[config.mk]
export PLATFORM = sky130hd
export DESIGN_NAME = mux_scan_nw
export DESIGN_NICKNAME = d
export VERILOG_FILES = /design/src/rtl/mux_scan_nw_pkg.sv /design/src/rtl/mux_nw.sv /design/src/rtl/mux_scan_nw.sv
export SDC_FILE = /design/constraint.sdc
export NUM_CORES = 1
export LEC_CHECK = 0
export CORE_ASPECT_RATIO = 0.75
export CORE_MARGIN = 1
export CORE_UTILIZATION = 37
export CTS_BUF_LIST = sky130_fd_sc_hd__clkbuf_16
export CTS_CLUSTER_DIAMETER = 150
export CTS_CLUSTER_SIZE = 10
export DETAILED_ROUTE_END_ITERATION = 8
export PLACE_DENSITY = 0.79
export SETUP_SLACK_MARGIN = 0.5
export SYNTH_ARGS = -nofsm -noshare
export SYNTH_HDL_FRONTEND = slang
export SYNTH_SLANG_ARGS = --single-unit
[constraint.sdc]
create_clock -name clk -period 2.75 [get_ports clk]
set_clock_uncertainty 0.2 [all_clocks]
set_input_delay 0.55 -clock clk [delete_from_list [all_inputs] [get_ports clk]]
set_output_delay 0.55 -clock clk [all_outputs]
set_load 0.01 [all_outputs]
[src/rtl/mux_scan_nw_pkg.sv]
// Shared constants and types for the scanning N-way multiplexer.
// Mode encoding, FSM states and a width helper.
package mux_scan_nw_pkg;

  localparam logic MODE_MANUAL = 1'b0;
  localparam logic MODE_SCAN   = 1'b1;

  typedef enum logic {
    ST_MANUAL = 1'b0,
    ST_SCAN   = 1'b1
  } state_t;

  // Bits needed to count 0..v-1, never less than one.
  function automatic int clog2(input int v);
    int r;
    r = 0;
    for (int i = 0; i < 31; i++) begin
      if ((1 << i) < v) r = i + 1;
    end
    return (r < 1) ? 1 : r;
  endfunction

endpackage

[src/rtl/mux_nw.sv]
// Combinational N-way, W-bit slice selector.
// An index with no matching channel yields zero.
module mux_nw #(
  parameter int N  = 8,
  parameter int W  = 8,
  parameter int SW = 3
) (
  input  logic [N*W-1:0] d,
  input  logic [SW-1:0]  idx,
  output logic [W-1:0]   y
);

  // Pick the slice whose channel number equals idx.
  always_comb begin
    y = '0;
    for (int k = 0; k < N; k++) begin
      if (idx == SW'(k)) y = d[k*W +: W];
    end
  end

endmodule

[src/rtl/mux_scan_nw.sv]
// Registered N-way multiplexer with manual select and timed scan.
// Channel choice is computed combinationally, then registered with o.
module mux_scan_nw
  import mux_scan_nw_pkg::*;
#(
  parameter int N     = 8,
  parameter int W     = 8,
  parameter int SW    = 3,
  parameter int DWELL = 4
) (
  input  logic           clk,
  input  logic           rst_n,
  input  logic [N*W-1:0] d,
  input  logic [SW-1:0]  s,
  input  logic           mode,
  input  logic           en,
  output logic [W-1:0]   o,
  output logic [SW-1:0]  ch,
  output logic           o_valid,
  output logic           err,
  output logic           wrap
);

  localparam int CW = clog2(DWELL);

  state_t          state;
  logic [CW-1:0]   cnt;
  logic [SW-1:0]   nxt_ch;
  logic [W-1:0]    sel;
  logic            man;
  logic            enter;
  logic            step;
  logic            in_rng;
  logic            dwell_done;
  logic            last_ch;

  assign man        = (mode == MODE_MANUAL);
  assign enter      = !man && (state == ST_MANUAL);
  assign step       = !man && (state == ST_SCAN);
  assign in_rng     = ({1'b0, s} < (SW+1)'(N));
  assign dwell_done = (cnt == CW'(DWELL - 1));
  assign last_ch    = (ch == SW'(N - 1));

  // Channel to drive after the coming edge.
  always_comb begin
    nxt_ch = ch;
    unique case (1'b1)
      man:   nxt_ch = s;
      enter: nxt_ch = '0;
      step: begin
        if (dwell_done)
          nxt_ch = last_ch ? '0 : ch + SW'(1);
      end
      default: nxt_ch = ch;
    endcase
  end

  mux_nw #(
    .N  (N),
    .W  (W),
    .SW (SW)
  ) u_mux (
    .d   (d),
    .idx (nxt_ch),
    .y   (sel)
  );

  // Mode FSM, dwell counter and registered outputs.
  always_ff @(posedge clk or negedge rst_n) begin
    if (!rst_n) begin
      state   <= ST_MANUAL;
      cnt     <= '0;
      ch      <= '0;
      o       <= '0;
      o_valid <= 1'b0;
      err     <= 1'b0;
      wrap    <= 1'b0;
    end else if (en) begin
      state   <= man ? ST_MANUAL : ST_SCAN;
      cnt     <= (step && !dwell_done) ? cnt + CW'(1) : '0;
      ch      <= nxt_ch;
      o       <= sel;
      o_valid <= man ? in_rng : 1'b1;
      err     <= man && !in_rng;
      wrap    <= step && dwell_done && last_ch;
    end else begin
      wrap    <= 1'b0;
    end
  end

endmodule

**After elaboration in Yosys (flattened, before gate mapping)**

Index checks and enable logic that the tools add are counted.

- Reductions and logical operators: 7
- Bitwise gates (word level): 2
- Mux-type cells: 14
- Add/sub/neg operators: 2
- Eq/ne operators: 9

Operators by type and width:

| cell | count |
|---|---|
| $mux 8 | 8 |
| $eq 3x3->1 const B | 5 |
| $pmux 3 s3 | 1 |
| $eq 3x2->1 const B | 2 |
| $mux 3 | 2 |
| $logic_and 1x1->1 | 5 |
| $add 3x1->3 const B | 1 |
| $eq 3x1->1 const B | 1 |
| $logic_not 3->1 | 1 |
| $add 2x1->2 const B | 1 |
| $eq 2x2->1 const B | 1 |
| $mux 1 | 2 |
| $mux 2 | 1 |
| $not 1->1 | 2 |
| $logic_not 1->1 | 1 |

- Input port bits: 71
- Word-level logic and storage cells: 40
- Bits in registers: 16
- Output and inout port bits: 14

**Depth between registers and ports, before layout**

Gate-level depths: netlist of the first run.

- Depth after elaboration: 13
- Mapped depth: 9
- Depth with buffers taken out: 8

**Modules after synthesis**

Synthesis of the first run repeated with hierarchy kept, for this count alone.

- Cells, all modules: 91
- Area, all modules: 1287.5 um^2

By module, submodules not included:

| module | area an instance (um^2) | instances | cells each | sequential area each (um^2) |
|---|---|---|---|---|
| mux_scan_nw | 737.0 | 1 | 62 | 400.4 |
| mux_nw | 550.5 | 1 | 29 | 0.0 |

**Worst setup path before layout of the first run**

OpenSTA, ideal clock, no wires.

- Path type: reg-to-reg
- Start point: register ch[0]
- End point: register o[2]
- Required time: 2412 ps
- Buffers on the path: 1
- Library setup time: 138 ps
- Cell stages (with the launch flop): 10
- Clock period less this slack: 2441 ps
- Path slack: 309 ps
- Data arrival time: 2103 ps
- Path through: dfrtp_1 -> ha_1 -> ha_1 -> or3b_4 -> a31oi_4 -> buf_8 -> mux2i_1 -> o21ai_0 -> nand3_1 -> o221ai_1

- Word-level cells in the longest chain between the ends: 13
- Elaborated cells on any way between the ends: 21
- Those cells by class: add/sub: 1; eq/ne: 8; mux: 11; reduce/logical: 1

Ends and longest elaborated chain:

| item | RTL line | text |
|---|---|---|
| start, declared | mux_scan_nw.sv:18 | `output logic [SW-1:0] ch,` |
| start signal, assigned | mux_scan_nw.sv:81 | `ch <= nxt_ch;` |
| $add 3x1->3 or $eq 3x3->1 (tied branches) | mux_scan_nw.sv:52, mux_scan_nw.sv:42 |  |
| $mux 3 | mux_scan_nw.sv:52 | `nxt_ch = last_ch ? '0 : ch + SW'(1);` |
| $mux 3 | mux_scan_nw.sv:51 | `if (dwell_done)` |
| $pmux 3 s3 * | mux_scan_nw.sv:47 | `unique case (1'b1)` |
| $logic_not 3->1 | mux_nw.sv:17 | `if (idx == SW'(k)) y = d[k*W +: W];` |
| $mux 8 (7 in series) | mux_nw.sv:17 |  |
| $mux 8 * | mux_nw.sv:17 |  |
| end signal, assigned | mux_scan_nw.sv:82 | `o <= sel;` |
| end, declared | mux_scan_nw.sv:17 | `output logic [W-1:0] o,` |

Every way passes the cells marked *; elsewhere a longest branch is shown, timed or not.
A chain may end at the register's enable or synchronous reset.

**Worst setup path in the final report of the first run**

- Start point: register ch[1]
- End point: register o[0]

The elaborated chain is that of the path after synthesis.

==> results of run 1 <==
==> worst paths after layout <==
check	start	cells past startpoint	endpoint	slack [ns]
max	ch[1]$_DFFE_PN0P_	11	o[0]$_DFFE_PN0P_	0.24
min	o_valid$_DFFE_PN0P_	1	o_valid$_DFFE_PN0P_	0.26
max reg2reg	ch[1]$_DFFE_PN0P_	11	o[0]$_DFFE_PN0P_	0.24
min reg2reg	o_valid$_DFFE_PN0P_	1	o_valid$_DFFE_PN0P_	0.26
max in group asynchronous	rst_n	2	o[2]$_DFFE_PN0P_	1.73
min in group asynchronous	rst_n	2	o[7]$_DFFE_PN0P_	0.42
==> registers in the layout (all words and copies together) (netlist names) <==
signal,count
o,8
ch,3
cnt,2
o_valid,1
state,1
wrap,1
==> power by group through the flow <==
stage	Sequential, mW	Combinational (mW)	Clock, mW
2_1_floorplan	0.306	0.193	0
5_1_grt	0.296	0.563	0.307
4_1_cts	0.291	0.472	0.292
6_report	0.291	0.521	0.291
3_3_place_gp	0.293	0.428	0
3_5_place_dp	0.293	0.435	0
==> stage by stage <==
stage / hold WS (ns) / setup TNS, ns / util
2_1_floorplan: 0.0544 / 0 / -
3_3_place_gp: 0.254 / -0.0659 / 0.687
3_5_place_dp: 0.249 / -0.332 / 0.687
4_1_cts: 0.264 / 0 / 0.743
5_1_grt: 0.269 / 0 / 0.775
6_report: 0.262 / 0 / 0.775
==> layout make-up <==
type                    count  area (sq um)  area share
repair buffers            113          1130       0.426
flip-flops and latches     16           400       0.151
clock inverters             1          3.75     0.00142
multi-input cells         132           962       0.363
clock buffers               3          75.1      0.0283
inverters                   5          18.8     0.00708
well taps                  50          62.6      0.0236
==> worst max-delay path, stage by stage, from the launching register on <==
cell,delay (ns)
dfrtp_1,0.38
ha_2,0.20
ha_4,0.15
or3b_4,0.39
a31oi_4,0.22
buf_4,0.16
buf_6,0.09
buf_6,0.11
nand3_1,0.08
a21oi_1,0.16
o21bai_1,0.09
a41oi_1,0.18
==> layer usage <==
metal	up-vias	GRT usage	routed length, um
li1	835	-	-
met1	820	0.360	2290
met2	88	0.414	2220
met3	8	0.0507	365
met4	0	0.0752	59
met5	-	0	0
==> cells in the final DEF (no fill, tap or decap), types with 2 or more instances in the layout <==
| cell type | count |
|---|---|
| o21ai_1 | 3 |
| o221ai_1 | 2 |
| or3_1 | 2 |
| buf_6 | 10 |
| nand3_1 | 7 |
| inv_1 | 5 |
| clkbuf_16 | 4 |
| o211ai_1 | 7 |
| nand2_1 | 8 |
| nor2_1 | 13 |
| o21a_2 | 2 |
| nor3_1 | 5 |
| mux2i_1 | 14 |
| and4_1 | 2 |
| ha_4 | 2 |
| a41oi_1 | 2 |
| nand2b_1 | 4 |
| o21ai_0 | 9 |
| buf_4 | 17 |
| o21bai_1 | 3 |
| a21oi_1 | 14 |
| a22oi_1 | 3 |
| dfrtp_1 | 16 |
| clkdlybuf4s50_1 | 82 |
| a32oi_1 | 2 |
| nand3_2 | 2 |
==> logic make-up (layout without fill, tap and decap cells) <==
logic type                 Yosys count  after routing  synth area share
DFF                                 16             16             0.290
buffers and inverters               18            122            0.0697
and+or+nand+nor                     51             51             0.189
other                                1              1           0.00271
muxes                               17             17             0.124
AOI/OAI and AO/OA                   60             60             0.297
adders and majority gates            3              3            0.0272
==> what timing repair did <==
item                       in CTS  in global routing
setup buffers                   7                  4
resized for setup              16                 11
pin swaps                       4                  4
setup endpoints to repair       8                  8
gates cloned                    0                  1
==> flow_summary.yaml, run 1 <==
place:
  io_buffers: 83
  post_dp_cell_area_sq_um: 2350
  place_congestion: 0.920
  place_ws_ns: -0.0672
  dp_cells: 304
  hpwlAfterDp_um: 3600
pwr:
  ir_drop_v: 0.000250
  p_comb_frac: 0.472
  swShare: 0.305
  pwr-share-seq: 0.264
  p_leak_nw: 1.05
  pwr-share-clk: 0.264
  pwr_density_cell_nw_per_um2: 416
  p_sw_uw: 336
  p_total_mw: 1.10
  intPower_uw: 768
timing:
  maxSlewViolCount: 0
  rsz0062_at_grt: "yes"
  finalHoldViolCount: 0
  relSlewSlack: 0.589
  worst_pin_slew_ns: 0.615
  setup_ws_ns: 0.237
  period_share: 0.914
  post-route-min-period_ns: 2.51
  clock.fmax_mhz: 398
  setup_violations: 0
global_routing:
  grt-ovfl-total: 0
  grt_pass1_vias: 1567
  grt_pass1_wl_um: 7580
  track_usage: 0.259
  antenna_found_initial: 0
  grt_max_degree: 18
floorplan:
  coreArea_sq_um: 3420
  dieHeight_um: 54.9
  dieArea_sq_um: 3980
  rows: 18
  start_util: 0.404
  die_w_um: 72.6
  num_io_pins: 85
logic_synthesis:
  synth_area_sq_um: 1380
  synth.distinct_cells: 44
  yosysTopAreaCellShare: 0.290
  synth_seq_cells: 16
  synth.net_count: 240
  avgSynthCellArea_sq_um: 8.32
  yosysTopAreaCell: "dfrtp_1"
  synth_flop_cell: "dfrtp_1"
  yosys_warnings: 0
  synth_edf_count: 0
  ys_top_cells_by_area: "dfrtp_1, mux2i_1, a21oi_1, o21ai_0, nor2_1"
  synth_commonest_cells: "dfrtp_1, mux2i_1, a21oi_1"
  syn_inst: 166
  async_flop_share: 1.00
  ys_seq_area_frac: 0.290
clock_tree:
  holdBufCountCts: 0
  h-tree-depth: 1
  root_buffer: "clkbuf_16"
  tritoncts: "yes"
  clk_pin_slew_ns: 0.05
  clk-insertion-delay-late_ns: 0.25
  cts_buffer_depth: 2
  cts_buffers: 3
  clock-sinks: 16
worst_setup_path:
  arrival_ns: 2.48
  crit_required_ns: 2.71
  crit_path_start_kind: "flip-flop"
  path_class: "flip-flop to flip-flop"
  end_kind: "flip-flop"
  crit_path_max_fanout: 8
layout:
  layout-drive-gt1-share: 0.193
  nets: 345
  fill_cells: 236
  area_delta_synth_final_pct: 92.0
  antenna_cells: 0
  stdcell_area_sq_um: 2650
  fin_cells: 320
routing:
  num_vias: 1751
  drt_iter0_markers: 108
  detail_route.first_pass.iterations: 4
  wl_um: 4940
  vias_per_cell: 5.47
  post-route-drc-count: 0
  post_drt_wl_per_cell_um: 15.4
  ant_nets: 0
min_path:
  hp-class: "flip-flop to flip-flop"
flow_run:
  drv_cap: 0
status:
  run_status: "completed"
Power figures use the tool's default switching activity.
==> run 2: changes to the inputs <==
Settings changed: CORE_UTILIZATION 37 to 47, DONT_BUFFER_PORTS set to 1, PLACE_DENSITY 0.79 to 0.61, REMOVE_ABC_BUFFERS set to 1.
==> flow_summary.yaml, run 2 (same netlist as run 1, synthesis figures left out) <==
layout:
  area_delta_synth_final_pct: 30.2
  final_cell_mix: "buf_4, dfrtp_1, a21oi_1"
  layout-drive-gt1-share: 0.280
  top_regs: "o x8, ch x3, cnt x2"
  final_common_cell: "buf_4"
  antenna_cells: 0
  nets: 264
  fin_cells: 225
  fin_util: 0.665
  largest_reg_flops: 8
  regMostFlops: "o"
  stdcell_area_sq_um: 1800
worst_setup_path:
  r2r_slack_ns: 0.23
  crit_chain: "ha_4 > ha_4 > or3b_4 > a31oi_4 > buf_6 > mux2i_1 > o21ai_0 > nand3_1 > o221ai_1"
  reg2reg_to: "o[2]$_DFFE_PN0P_"
  max_stage_delay_ns: 0.46
  critPathMostFrequentCell: "ha_4"
  crit_path_max_fanout: 9
  critPathSlowestCell: "dfrtp_2"
  r2r-start: "ch[1]$_DFFE_PN0P_"
  arrival_ns: 2.44
  end_kind: "flip-flop"
  crit_path_start_kind: "flip-flop"
  path_class: "flip-flop to flip-flop"
  crit_required_ns: 2.68
  reg2regPathDepth: 9
clock_tree:
  cts_buffers: 3
  root_buffer: "clkbuf_16"
  clk-insertion-delay-late_ns: 0.25
  tritoncts: "yes"
  clock-sinks: 16
  h-tree-depth: 1
  cts_buffer_depth: 2
  clk_pin_slew_ns: 0.05
routing:
  post_drt_wl_per_cell_um: 21.0
  ant_nets: 0
  wl_um: 4730
  detail_route.first_pass.iterations: 4
  vias_per_cell: 6.49
  post-route-drc-count: 0
  drt_iter0_markers: 109
  num_vias: 1461
floorplan:
  rows: 16
  dieHeight_um: 49.0
  num_io_pins: 85
  start_util: 0.511
  dieArea_sq_um: 3160
  die_w_um: 64.6
  coreArea_sq_um: 2700
global_routing:
  grt_max_degree: 30
  grt_pass1_vias: 1418
  track_usage: 0.281
  grt-ovfl-total: 0
  antenna_found_initial: 0
  grt_pass1_wl_um: 6710
min_path:
  holdPathEnd: "ch[1]$_DFFE_PN0P_"
  hp-class: "input port to flip-flop"
  hp-start: "en"
  hold_path_depth: 1
timing:
  maxSlewViolCount: 0
  finalHoldViolCount: 0
  rsz0062_at_grt: "yes"
  clock.fmax_mhz: 397
  setup_violations: 0
  post-route-min-period_ns: 2.52
  worst_pin_slew_ns: 0.786
  tns_ns: 0
  relSlewSlack: 0.474
  period_share: 0.915
pwr:
  ir_drop_v: 0.000300
  p_leak_nw: 0.717
  pwr_density_cell_nw_per_um2: 531
place:
  io_buffers: 0
  hpwlAfterDp_um: 3000
  place_congestion: 0.831
  post_dp_cell_area_sq_um: 1430
  dp_cells: 200
flow_run:
  drv_cap: 0
status:
  run_status: "completed"
## run 2: final cells by class
| class | instances | area [sq um] |
|---|---|---|
| Sequential cell | 16 | 402 |
| Inverter | 5 | 18.8 |
| Timing Repair Buffer | 31 | 274 |
| Fill cell | 212 | 905 |
| Tap cell | 36 | 45.0 |
| Multi-Input combinational cell | 133 | 980 |
| Clock inverter | 1 | 3.75 |
| Clock buffer | 3 | 75.1 |
## run 2: how the worst max path moves through the flow
| stage | depth (start not counted) | start | slack, ns | to |
|---|---|---|---|---|
| 2_1_floorplan | 7 | ch[0]$_DFFE_PN0P_ | 0.02 | o[1]$_DFFE_PN0P_ |
| 3_3_place_gp | 9 | ch[1]$_DFFE_PN0P_ | 0.21 | o[3]$_DFFE_PN0P_ |
| 5_1_grt | 10 | ch[1]$_DFFE_PN0P_ | 0.15 | o[1]$_DFFE_PN0P_ |
| 4_1_cts | 8 | ch[1]$_DFFE_PN0P_ | 0.28 | o[1]$_DFFE_PN0P_ |
| 3_5_place_dp | 8 | ch[1]$_DFFE_PN0P_ | 0.17 | o[6]$_DFFE_PN0P_ |
| 6_report | 9 | ch[1]$_DFFE_PN0P_ | 0.23 | o[2]$_DFFE_PN0P_ |
## run 2: routing by layer
metal  wire length [um]  GRT usage  vias to the layer above
met5                  0          0                        -
met4                 39     0.0593                        0
met3                383     0.0864                        6
met2               2330      0.479                       77
met1               1980      0.347                      706
li1                   -          -                      672
## run 2: timing repair
| action | in CTS | in global routing |
|---|---|---|
| endpoints found under the hold margin | 16 | 0 |
| setup buffers | 13 | 6 |
| gates cloned | 0 | 1 |
| pin swaps | 9 | 7 |
| endpoints found under the setup margin | 8 | 8 |
| hold buffers | 1 | 0 |
| resized for setup | 16 | 11 |
## run 2: stage by stage
stage | worst slack [ns] | total power [mW] | hold WS [ns]
after global placement | 0.206 | 0.538 | 0.0548
after global routing | 0.146 | 0.998 | 0.176
after CTS | 0.282 | 0.903 | 0.174
after floorplan | 0.0221 | 0.473 | 0.0544
after detailed placement | 0.170 | 0.546 | 0.0548
final | 0.232 | 0.956 | 0.181
## run 2: worst max-delay path, delay by kind of cell, from the launching register on
family	cells	cell delay, ns
adder cells (fa/ha/maj)	2	0.33
AO/OA/AOI/OAI	3	0.47
flip-flops	1	0.46
buffers and inverters	1	0.19
AND/OR/NAND/NOR	2	0.52
multiplexers	1	0.21
## run 2: power by group
group	switching, mW	internal [mW]
logic	0.174	0.171
registers	0.0417	0.268
clock network	0.106	0.194
==> run 3: changes to the inputs <==
Settings changed: CTS_CLUSTER_SIZE 10 to 28.
==> results of run 3 <==
No change in the layout: final DEF, timing and power equal those of run 2.
